### config.mk
export PLATFORM = sky130hd
export DESIGN_NAME = tt_input_debounce
export DESIGN_NICKNAME = d
export VERILOG_FILES = /design/src/rtl/tt_input_debounce.sv
export SDC_FILE = /design/constraint.sdc
export NUM_CORES = 1
export LEC_CHECK = 0
export BUFFER_PORTS_ARGS = -buffer_cell sky130_fd_sc_hd__buf_4
export CAP_MARGIN = 20
export CELL_PAD_IN_SITES_DETAIL_PLACEMENT = 2
export CELL_PAD_IN_SITES_GLOBAL_PLACEMENT = 2
export CORE_MARGIN = 2
export CORE_UTILIZATION = 42
export DETAILED_ROUTE_END_ITERATION = 12
export PLACE_DENSITY_LB_ADDON = 0.3
export SYNTH_ARGS = -nofsm -noshare
export SYNTH_HDL_FRONTEND = slang
export SYNTH_SLANG_ARGS = --single-unit
export TNS_END_PERCENT = 50
### constraint.sdc
create_clock -name clk -period 4.6 [get_ports clk]
set_clock_uncertainty 0.05 [all_clocks]
set_input_delay 0.23 -clock clk [delete_from_list [all_inputs] [get_ports clk]]
set_output_delay 0.23 -clock clk [all_outputs]
set_load 0.1 [all_outputs]
### src/rtl/tt_input_debounce.sv
// Per-bit pin conditioning: two-flop synchroniser, stability counter and optional edge pulses.
// Optional macro TT_DEBOUNCE_EDGE_EN builds the rise/fall/any_change pulse registers; otherwise they read 0.
module tt_input_debounce #(
  parameter int WIDTH         = 8,
  parameter int STABLE_CYCLES = 1000
) (
  input  logic             clk,
  input  logic             rst_n,
  input  logic             ena,
  input  logic [WIDTH-1:0] raw_in,
  output logic [WIDTH-1:0] clean_out,
  output logic [WIDTH-1:0] rise_pulse,
  output logic [WIDTH-1:0] fall_pulse,
  output logic             any_change
);

  localparam int CW = $clog2(STABLE_CYCLES + 1);
  localparam logic [CW-1:0] CNT_LAST = CW'(STABLE_CYCLES - 1);

  logic [WIDTH-1:0] s1_q, s1_d;
  logic [WIDTH-1:0] s2_q, s2_d;
  logic [WIDTH-1:0] clean_q, clean_d;

  // The synchroniser runs regardless of ena so the filter sees fresh data on resume.
  always_comb begin
    s1_d = raw_in;
    s2_d = s1_q;
  end

  always_ff @(posedge clk or negedge rst_n) begin
    if (!rst_n) begin
      s1_q    <= '0;
      s2_q    <= '0;
      clean_q <= '0;
    end else begin
      s1_q    <= s1_d;
      s2_q    <= s2_d;
      clean_q <= clean_d;
    end
  end

  genvar gi;
  generate
    for (gi = 0; gi < WIDTH; gi++) begin : g_bit
      logic [CW-1:0] cnt_q, cnt_d;
      logic          clean_bit_d;

      always_comb begin
        cnt_d       = cnt_q;
        clean_bit_d = clean_q[gi];
        if (ena) begin
          if (s2_q[gi] == clean_q[gi]) begin
            cnt_d = '0;
          end else if (cnt_q == CNT_LAST) begin
            clean_bit_d = s2_q[gi];
            cnt_d       = '0;
          end else begin
            cnt_d = cnt_q + CW'(1);
          end
        end
      end

      always_ff @(posedge clk or negedge rst_n) begin
        if (!rst_n) begin
          cnt_q <= '0;
        end else begin
          cnt_q <= cnt_d;
        end
      end

      assign clean_d[gi] = clean_bit_d;
    end
  endgenerate

  assign clean_out = clean_q;

`ifdef TT_DEBOUNCE_EDGE_EN
  logic [WIDTH-1:0] rise_q, rise_d;
  logic [WIDTH-1:0] fall_q, fall_d;
  logic             any_q, any_d;

  // clean_d equals clean_q whenever ena is low, so pulses vanish during a freeze.
  always_comb begin
    rise_d = clean_d & ~clean_q;
    fall_d = ~clean_d & clean_q;
    any_d  = |(rise_d | fall_d);
  end

  always_ff @(posedge clk or negedge rst_n) begin
    if (!rst_n) begin
      rise_q <= '0;
      fall_q <= '0;
      any_q  <= 1'b0;
    end else begin
      rise_q <= rise_d;
      fall_q <= fall_d;
      any_q  <= any_d;
    end
  end

  assign rise_pulse = rise_q;
  assign fall_pulse = fall_q;
  assign any_change = any_q;
`else
  assign rise_pulse = '0;
  assign fall_pulse = '0;
  assign any_change = 1'b0;
`endif

endmodule

# Yosys cells after proc, flatten, opt, wreduce, memory -nomap -nowiden
# Cells that the tools add are included.
# W data, S select, Z words.
classes:
  bitwise: 8
  mux: 16
  n_eq_ne: 16
  addsub: 8
  n_reduce_logical: 8
ops:
  columns: ["op", "count"]
  rows:
  - ["$mux W10", 16]
  - ["$add A10 B1 Y10 const B", 8]
  - ["$eq A10 B10 Y1 const B", 8]
  - ["$reduce_and A3 Y1", 8]
  - ["$eq A1 B1 Y1", 8]
  - ["$not A1 Y1", 8]
totals:
  input_bits: 11
  out_inout_bits: 25
  register_bits: 104
  word_cells: 74

# Logic depth before layout (Yosys ltp)
# Gate-level depths: netlist of run 1.
logic_depth:
  depth_word: 3
  depth_mapped: 7
  depth_no_buf: 6

# Worst setup path after synthesis of run 1
# Ideal clock, no wire load.
synth_path:
  kind: "reg-to-reg"
  start: "reg clean_q[6] (netlist: clean_out[6])"
  end: "reg g_bit[6].cnt_q[9]"
  path_stages_with_launch: 6
  arrival_ns: 1.873
  setup_time_ns: 0.124
  period_less_slack_ns: 2.047
  slack_ns: 2.553
  required_ns: 4.426
  cell_sequence: "dfrtp_1 > xor2_1 > nand2_2 > nor2_1 > and3_1 > a211o_1"
synth_via:
  elab_chain_len: 2
synth_rtl:
  columns: ["element", "line_no", "rtl"]
  rows:
  - ["from (decl)", "22", "logic [WIDTH-1:0] clean_q, clean_d;"]
  - ["from (signal assigned)", "38", "clean_q <= clean_d;"]
  - ["$eq A1 B1 Y1", "52", "if (s2_q[gi] == clean_q[gi]) begin"]
  - ["$mux W10", "52", null]
  - ["to (signal assigned)", "67", "cnt_q <= cnt_d;"]
  - ["to (decl)", "45", "logic [CW-1:0] cnt_q, cnt_d;"]
# Every way passes these cells.
# A chain may end at the register's enable or synchronous reset.

# Final worst setup path of run 1
layout_path:
  start: "reg g_bit[0].cnt_q[0]"
  end: "reg g_bit[0].cnt_q[3]"
layout_via:
  elab_chain_len: 3
  elab_cells_between_ends: 4
  cone_classes: "1 x add/sub; 1 x eq/ne; 2 x mux"
layout_rtl:
  columns: ["element", "line_no", "rtl"]
  rows:
  - ["from (decl)", "45", null]
  - ["from (signal assigned)", "67", null]
  - ["$add A10 B1 Y10 / $eq A10 B10 Y1 (equally long branches)", "58, 54", null]
  - ["$mux W10 *", "54", "end else if (cnt_q == CNT_LAST) begin"]
  - ["$mux W10 *", "52", null]
# Mark *: on every way between the ends. The rest lies on a longest branch, timed or not.

==> results of run 1 <==
## cell usage after synthesis, types with 5 or more instances
cell type | instances | share of area
a21o_1 | 11 | 0.016
a21oi_1 | 12 | 0.011
a22o_1 | 9 | 0.015
and3_1 | 16 | 0.019
buf_4 | 17 | 0.024
clkbuf_1 | 7 | 0.0050
dfrtp_1 | 104 | 0.49
ha_1 | 8 | 0.019
inv_1 | 9 | 0.0064
mux2_2 | 8 | 0.017
mux2i_1 | 12 | 0.023
nand2_1 | 63 | 0.045
nand2b_1 | 5 | 0.0059
nand3_1 | 35 | 0.033
nand4_1 | 10 | 0.012
nor2_1 | 38 | 0.027
nor3_1 | 20 | 0.019
nor4_1 | 7 | 0.0083
o21ai_0 | 57 | 0.054
o2bb2ai_1 | 9 | 0.015
o31ai_1 | 5 | 0.0071
or2_2 | 10 | 0.012
xnor2_1 | 12 | 0.020
xor2_1 | 7 | 0.012
## worst max-delay path: cells and delay by family, from the launching register on
kind,cells,cell delay (ns)
and+or+nand+nor,2,0.37
DFF,1,0.40
adders and majority gates,1,0.25
AOI/OAI and AO/OA,3,0.93
## where the power goes
part,switching (uW),total [uW],internal (uW)
Clock,355,796,441
Combinational,161,223,62.3
Sequential,59.0,1020,962
Total,575,2040,1470
## through the flow
stage | instance area (um2) | worst slack, ns | util | total power, uW | hold slack, ns
after global placement | 5540 | 2.27 | 0.455 | 1230 | 0.283
final | 5920 | 2.50 | 0.487 | 2040 | -0.0101
after floorplan | 5350 | 2.55 | - | 1190 | -0.116
after global routing | 5920 | 2.35 | 0.487 | 2130 | 0.0638
after detailed placement | 5540 | 2.24 | 0.455 | 1250 | 0.287
after CTS | 5920 | 2.46 | 0.487 | 2070 | 0.0305
## repair_timing
| action | CTS | global route |
|---|---|---|
| endpoints found under the hold margin | 8 | 0 |
| hold buffers | 8 | 0 |
| setup buffers | 0 | 0 |
| gates resized for setup | 0 | 0 |
## kinds of logic after synthesis
group | synth area share
DFF | 0.492
buffers and inverters | 0.0407
AOI/OAI and AO/OA | 0.149
and+or+nand+nor | 0.220
other | 0.000709
muxes | 0.0419
xor gates and xnor gates | 0.0376
adders and majority gates | 0.0189
## layout by cell type (no fill, tap or decap), drive strengths merged, types with 3 or more instances in the layout
| master | n |
|---|---|
| dfrtp | 104 |
| nand2 | 64 |
| o21ai | 59 |
| nor2 | 39 |
| nand3 | 36 |
| buf | 21 |
| nor3 | 21 |
| conb | 17 |
| and3 | 16 |
| xnor2 | 12 |
| a21oi | 12 |
| mux2i | 12 |
| a21o | 12 |
| or2 | 12 |
| inv | 11 |
| clkbuf | 11 |
| nand4 | 10 |
| a22o | 9 |
| o2bb2ai | 9 |
| mux2 | 9 |
| xor2 | 9 |
| ha | 8 |
| dlygate4sd3 | 8 |
| nor4 | 7 |
| o31ai | 7 |
| nand2b | 5 |
| nand4b | 4 |
| nand4bb | 3 |
| a31oi | 3 |
| nor3b | 3 |
## flip-flops by register name (all words and copies together), names as in the netlist
| register | count |
|---|---|
| g_bit.cnt_q | 80 |
| clean_out | 8 |
| s1_q | 8 |
| s2_q | 8 |
## final timing paths
kind                            cells after the start  slack [ns]                             to                     startpoint
worst max-delay path                                6        2.50  g_bit[0].cnt_q[3]$_DFFE_PN0P_  g_bit[0].cnt_q[0]$_DFFE_PN0P_
min in group clk                                    2        0.21  g_bit[4].cnt_q[0]$_DFFE_PN0P_                            ena
worst min-delay path                                1       -0.01  g_bit[1].cnt_q[5]$_DFFE_PN0P_                          rst_n
worst max register to register                      6        2.50  g_bit[0].cnt_q[3]$_DFFE_PN0P_  g_bit[0].cnt_q[0]$_DFFE_PN0P_
max in group asynchronous                           2        3.55  g_bit[1].cnt_q[4]$_DFFE_PN0P_                          rst_n
worst min register to register                      0        0.30              s2_q[3]$_DFF_PN0_              s1_q[3]$_DFF_PN0_
## routing by layer
metal | share of wire | track usage | vias up
li1 | - | - | 1986
met1 | 0.43 | 0.268 | 2190
met2 | 0.54 | 0.413 | 38
met3 | 0.022 | 0.0555 | 17
met4 | 0.014 | 0.0619 | 0
met5 | 0 | 0 | -
## area by class of cell
cell class | count | area [um2] | share of cell area
repair buffers | 29 | 238 | 0.0401
inverters | 10 | 37.5 | 0.00634
clock inverters | 5 | 62.6 | 0.0106
multi-input cells | 417 | 2530 | 0.427
well taps | 168 | 210 | 0.0355
flip-flops and latches | 104 | 2600 | 0.439
clock buffers | 11 | 243 | 0.0410
==> impl_metrics.json, run 1 <==
{
  "syn_avg_cell_area_um2": 9.72,
  "cts_made_buffers": 9,
  "path_cells": "ha_1, nand3_2, o31ai_2, nor2_1, a21o_1, a21o_1",
  "firstDrtPassIters": 4,
  "antenna_found_initial": 0,
  "violations": "hold timing",
  "grt_pass1_wl_um": 23900,
  "required_ns": 4.80,
  "hold_path.class": "primary input to async pin",
  "drt-total-wl_um": 14100,
  "antenna_cells": 0,
  "die_area_um2": 13500,
  "initial_core_util": 0.435,
  "ys_seq_area_frac": 0.492,
  "die_h_um": 116,
  "place.gp.congestion": 0.794,
  "grt_usage": 0.227,
  "end_kind": "register",
  "grt-ovfl-total": 0,
  "ys_ff_latch": 104,
  "clk-insertion-delay-late_ns": 0.35,
  "ys_async_sr_fraction": 1.00,
  "via_count": 4231,
  "arrival_ns": 2.30,
  "worstSetupStartpointType": "register",
  "crit_fanout": 6,
  "maxCapViolCount": 0,
  "setup_tns_ns": 0,
  "p_per_area_nw_per_um2": 344,
  "status": "finished with violations",
  "numClockSinks": 104,
  "setup_viol_count_final": 0,
  "cts_tree": "done",
  "clock-root-buffer": "clkbuf_16",
  "rsz0062_at_grt": "no",
  "synthCells": 544,
  "dpl.hpwl_um": 9220,
  "die_w_um": 116,
  "final_nets": 590,
  "syn-cell-area_um2": 5290,
  "slowest_stage": "o31ai_2",
  "viasPerCell": 5.69,
  "yosys_warnings": 0,
  "dp_cells": 720,
  "final_cell_count_no_fill": 744,
  "core-area_um2": 12200,
  "route.detailed.drc": 0,
  "holdWs_ns": -0.0101,
  "slew_headroom": 0.321,
  "leakagePower_uw": 0.00257,
  "path_class": "register to register",
  "num_io_pins": 36,
  "critPathMaxStageDelay_ns": 0.54,
  "grt_pass1_vias": 4806,
  "tightest_slew_ns": 1.02,
  "drive_above_1_share": 0.111,
  "fillers": 1291,
  "port-buffer-count": 18,
  "crit_top_cell": "a21o_1",
  "clk_pin_slew_worst_paths_ns": 0.07,
  "htree_levels": 3,
  "drt-wirelength-per-cell_um": 18.9,
  "slew_viol_final": 0,
  "grt_max_degree": 78,
  "hold_viol": 4,
  "ant_nets": 0,
  "num_rows": 40,
  "synth_cell_types": 55,
  "finalCritPeriodShare": 0.457,
  "cts_max_path_buffers": 2,
  "period_minus_slack_ns": 2.10,
  "worst_ir_drop_vdd_uv": 220,
  "drt_iter0_markers": 235,
  "synth-main-ff-cell": "dfrtp_1",
  "fmax_mhz": 475,
  "synth_edf_count": 0,
  "area_growth_pct": 12.0
}
Power figures use the tool's default switching activity.
==> run 2, diff against run 1 <==
Settings changed: CORE_UTILIZATION 42 to 35.
Clock period 4.6 ns to 1.8 ns, I/O delays scaled along.
==> impl_metrics.json, run 2 (synthesized netlist as in run 1, its figures left out) <==
{
  "status": "finished clean",
  "reg2reg_depth": 7,
  "viasPerCell": 5.54,
  "crit_end": "g_bit[0].cnt_q[3]$_DFFE_PN0P_",
  "initial_core_util": 0.361,
  "antenna_cells": 0,
  "arrival_ns": 1.96,
  "fillers": 1593,
  "dpl.hpwl_um": 9620,
  "slew_headroom": 0.637,
  "worstSetupStartpointType": "register",
  "die_area_um2": 16100,
  "dpl_cell_area_um2": 5760,
  "startpoint": "g_bit[0].cnt_q[0]$_DFFE_PN0P_",
  "p_int_uw": 3610,
  "drt-wirelength-per-cell_um": 17.8,
  "hold_path.class": "primary input to register",
  "place.gp.congestion": 0.792,
  "grt_pass1_vias": 4824,
  "area_growth_pct": 16.7,
  "die_h_um": 127,
  "rsz0062_at_grt": "yes",
  "grt_max_degree": 51,
  "clk-insertion-delay-late_ns": 0.35,
  "largest-register": "g_bit.cnt_q",
  "core-area_um2": 14600,
  "grt_usage": 0.184,
  "multi_input_area_um2": 2570,
  "port-buffer-count": 18,
  "firstDrtPassIters": 4,
  "ant_nets": 0,
  "leakagePower_uw": 0.00268,
  "end_kind": "register",
  "clock-root-buffer": "clkbuf_16",
  "drive_above_1_share": 0.162,
  "period_minus_slack_ns": 1.76,
  "critPathMaxStageDelay_ns": 0.44,
  "p_switching_uw": 1440,
  "setup_viol_count_final": 0,
  "fin_area_um2": 6170,
  "via_count": 4340,
  "route.detailed.drc": 0,
  "hold_viol": 0,
  "holdWs_ns": 0.0654,
  "seqPwrFrac": 0.515,
  "swShare": 0.286,
  "fmax_mhz": 567,
  "worst_ir_drop_vdd_uv": 492,
  "maxCapViolCount": 0,
  "cts_made_buffers": 9,
  "p_per_area_nw_per_um2": 818,
  "crit_fanout": 5,
  "final_nets": 613,
  "finalCritPeriodShare": 0.980,
  "r2r_end": "g_bit[0].cnt_q[3]$_DFFE_PN0P_",
  "numClockSinks": 104,
  "register_area_um2": 2610,
  "layout_commonest_cell": "dfrtp_1",
  "mostFrequentLayoutCells": "dfrtp_1 (96), nand2_1 (63), o21ai_0 (55), buf_4 (40), nor2_1 (38)",
  "path_class": "register to register",
  "largest_reg_flops": 80,
  "cts_tree": "done",
  "tightest_slew_ns": 0.545,
  "slowest_stage": "dfrtp_1",
  "path_cells": "ha_4, nand3_2, o31ai_4, buf_4, or2_2, nor3_2, a21o_1",
  "comb_power_share": 0.123,
  "grt_pass1_wl_um": 24000,
  "required_ns": 1.99,
  "antenna_found_initial": 0,
  "slew_viol_final": 0,
  "grt-ovfl-total": 0,
  "clk_pin_slew_worst_paths_ns": 0.07,
  "r2r_slack_ns": 0.04,
  "clock_power_share": 0.362,
  "htree_levels": 3,
  "cts_max_path_buffers": 2,
  "num_io_pins": 36,
  "drt_iter0_markers": 209,
  "drt-total-wl_um": 13900,
  "num_rows": 44,
  "reg2reg_from": "g_bit[0].cnt_q[0]$_DFFE_PN0P_",
  "die_w_um": 127
}
run 2: cell types whose count changed in the layout (fill, tap and decap cells not counted), moves of 2 or more:
cell,change
ha_1,-2
buf_12,+3
dfrtp_1,-8
o21ai_1,+2
clkinvlp_4,-2
clkinv_4,+2
o21ai_0,-2
buf_4,+19
clkbuf_1,+2
dfrtp_2,+8
run 2: final cells by class:
| type | count | share of cell area |
|---|---|---|
| clock inverters | 4 | 0.00507 |
| inverters | 10 | 0.00608 |
| well taps | 184 | 0.0373 |
| multi-input cells | 417 | 0.417 |
| clock buffers | 12 | 0.0383 |
| flip-flops and latches | 104 | 0.423 |
| repair buffers | 52 | 0.0730 |
run 2: power by group through the flow:
| stage | combinational [uW] | clock, uW | sequential [uW] |
|---|---|---|---|
| after detailed placement | 599 | 0 | 2640 |
| final | 621 | 1830 | 2600 |
| after global placement | 565 | 0 | 2620 |
| after global routing | 689 | 1990 | 2620 |
| after CTS | 618 | 1920 | 2600 |
| after floorplan | 435 | 0 | 2600 |
run 2: worst min-delay path by stage:
stage	cells past startpoint	to	slack, ns	startpoint
4_1_cts	4	g_bit[7].cnt_q[2]$_DFFE_PN0P_	0.06	ena
5_1_grt	3	g_bit[7].cnt_q[5]$_DFFE_PN0P_	0.09	ena
2_1_floorplan	0	clean_out[0]$_DFFE_PN0P_	-0.26	rst_n
3_3_place_gp	1	g_bit[6].cnt_q[6]$_DFFE_PN0P_	0.07	rst_n
6_report	4	g_bit[7].cnt_q[2]$_DFFE_PN0P_	0.07	ena
3_5_place_dp	1	g_bit[6].cnt_q[6]$_DFFE_PN0P_	0.07	rst_n
run 2: stage by stage:
stage	power (uW)	utilization	instances	TNS, ns	setup slack (ns)
floorplan	3040	-	560	0	0.0281
global placement	3190	0.394	757	0	0.102
detailed placement	3240	0.394	757	0	0.00298
CTS	5130	0.418	782	0	0.0199
global route	5310	0.421	783	-0.163	-0.0464
finish	5050	0.421	783	0	0.0359
run 2: routing by layer:
layer	track usage	share of wire	vias to the layer above
li1	-	-	2023
met1	0.225	0.44	2256
met2	0.325	0.53	44
met3	0.0464	0.024	17
met4	0.0433	0.013	0
met5	0	0	-
run 2: what timing repair did:
action,4_1_cts,5_1_grt
buffers inserted,0,1
pin swaps,2,0
hold endpoints to repair,43,0
resized for setup,2,9
hold buffers,9,0
setup endpoints to repair,4,15
run 2: critical path: cells and delay by family, from the launching register on:
family | cells | cell delay (ns)
AOI/OAI and AO/OA | 2 | 0.45
DFF | 1 | 0.44
and+or+nand+nor | 3 | 0.36
adders and majority gates | 1 | 0.19
buffers and inverters | 1 | 0.18
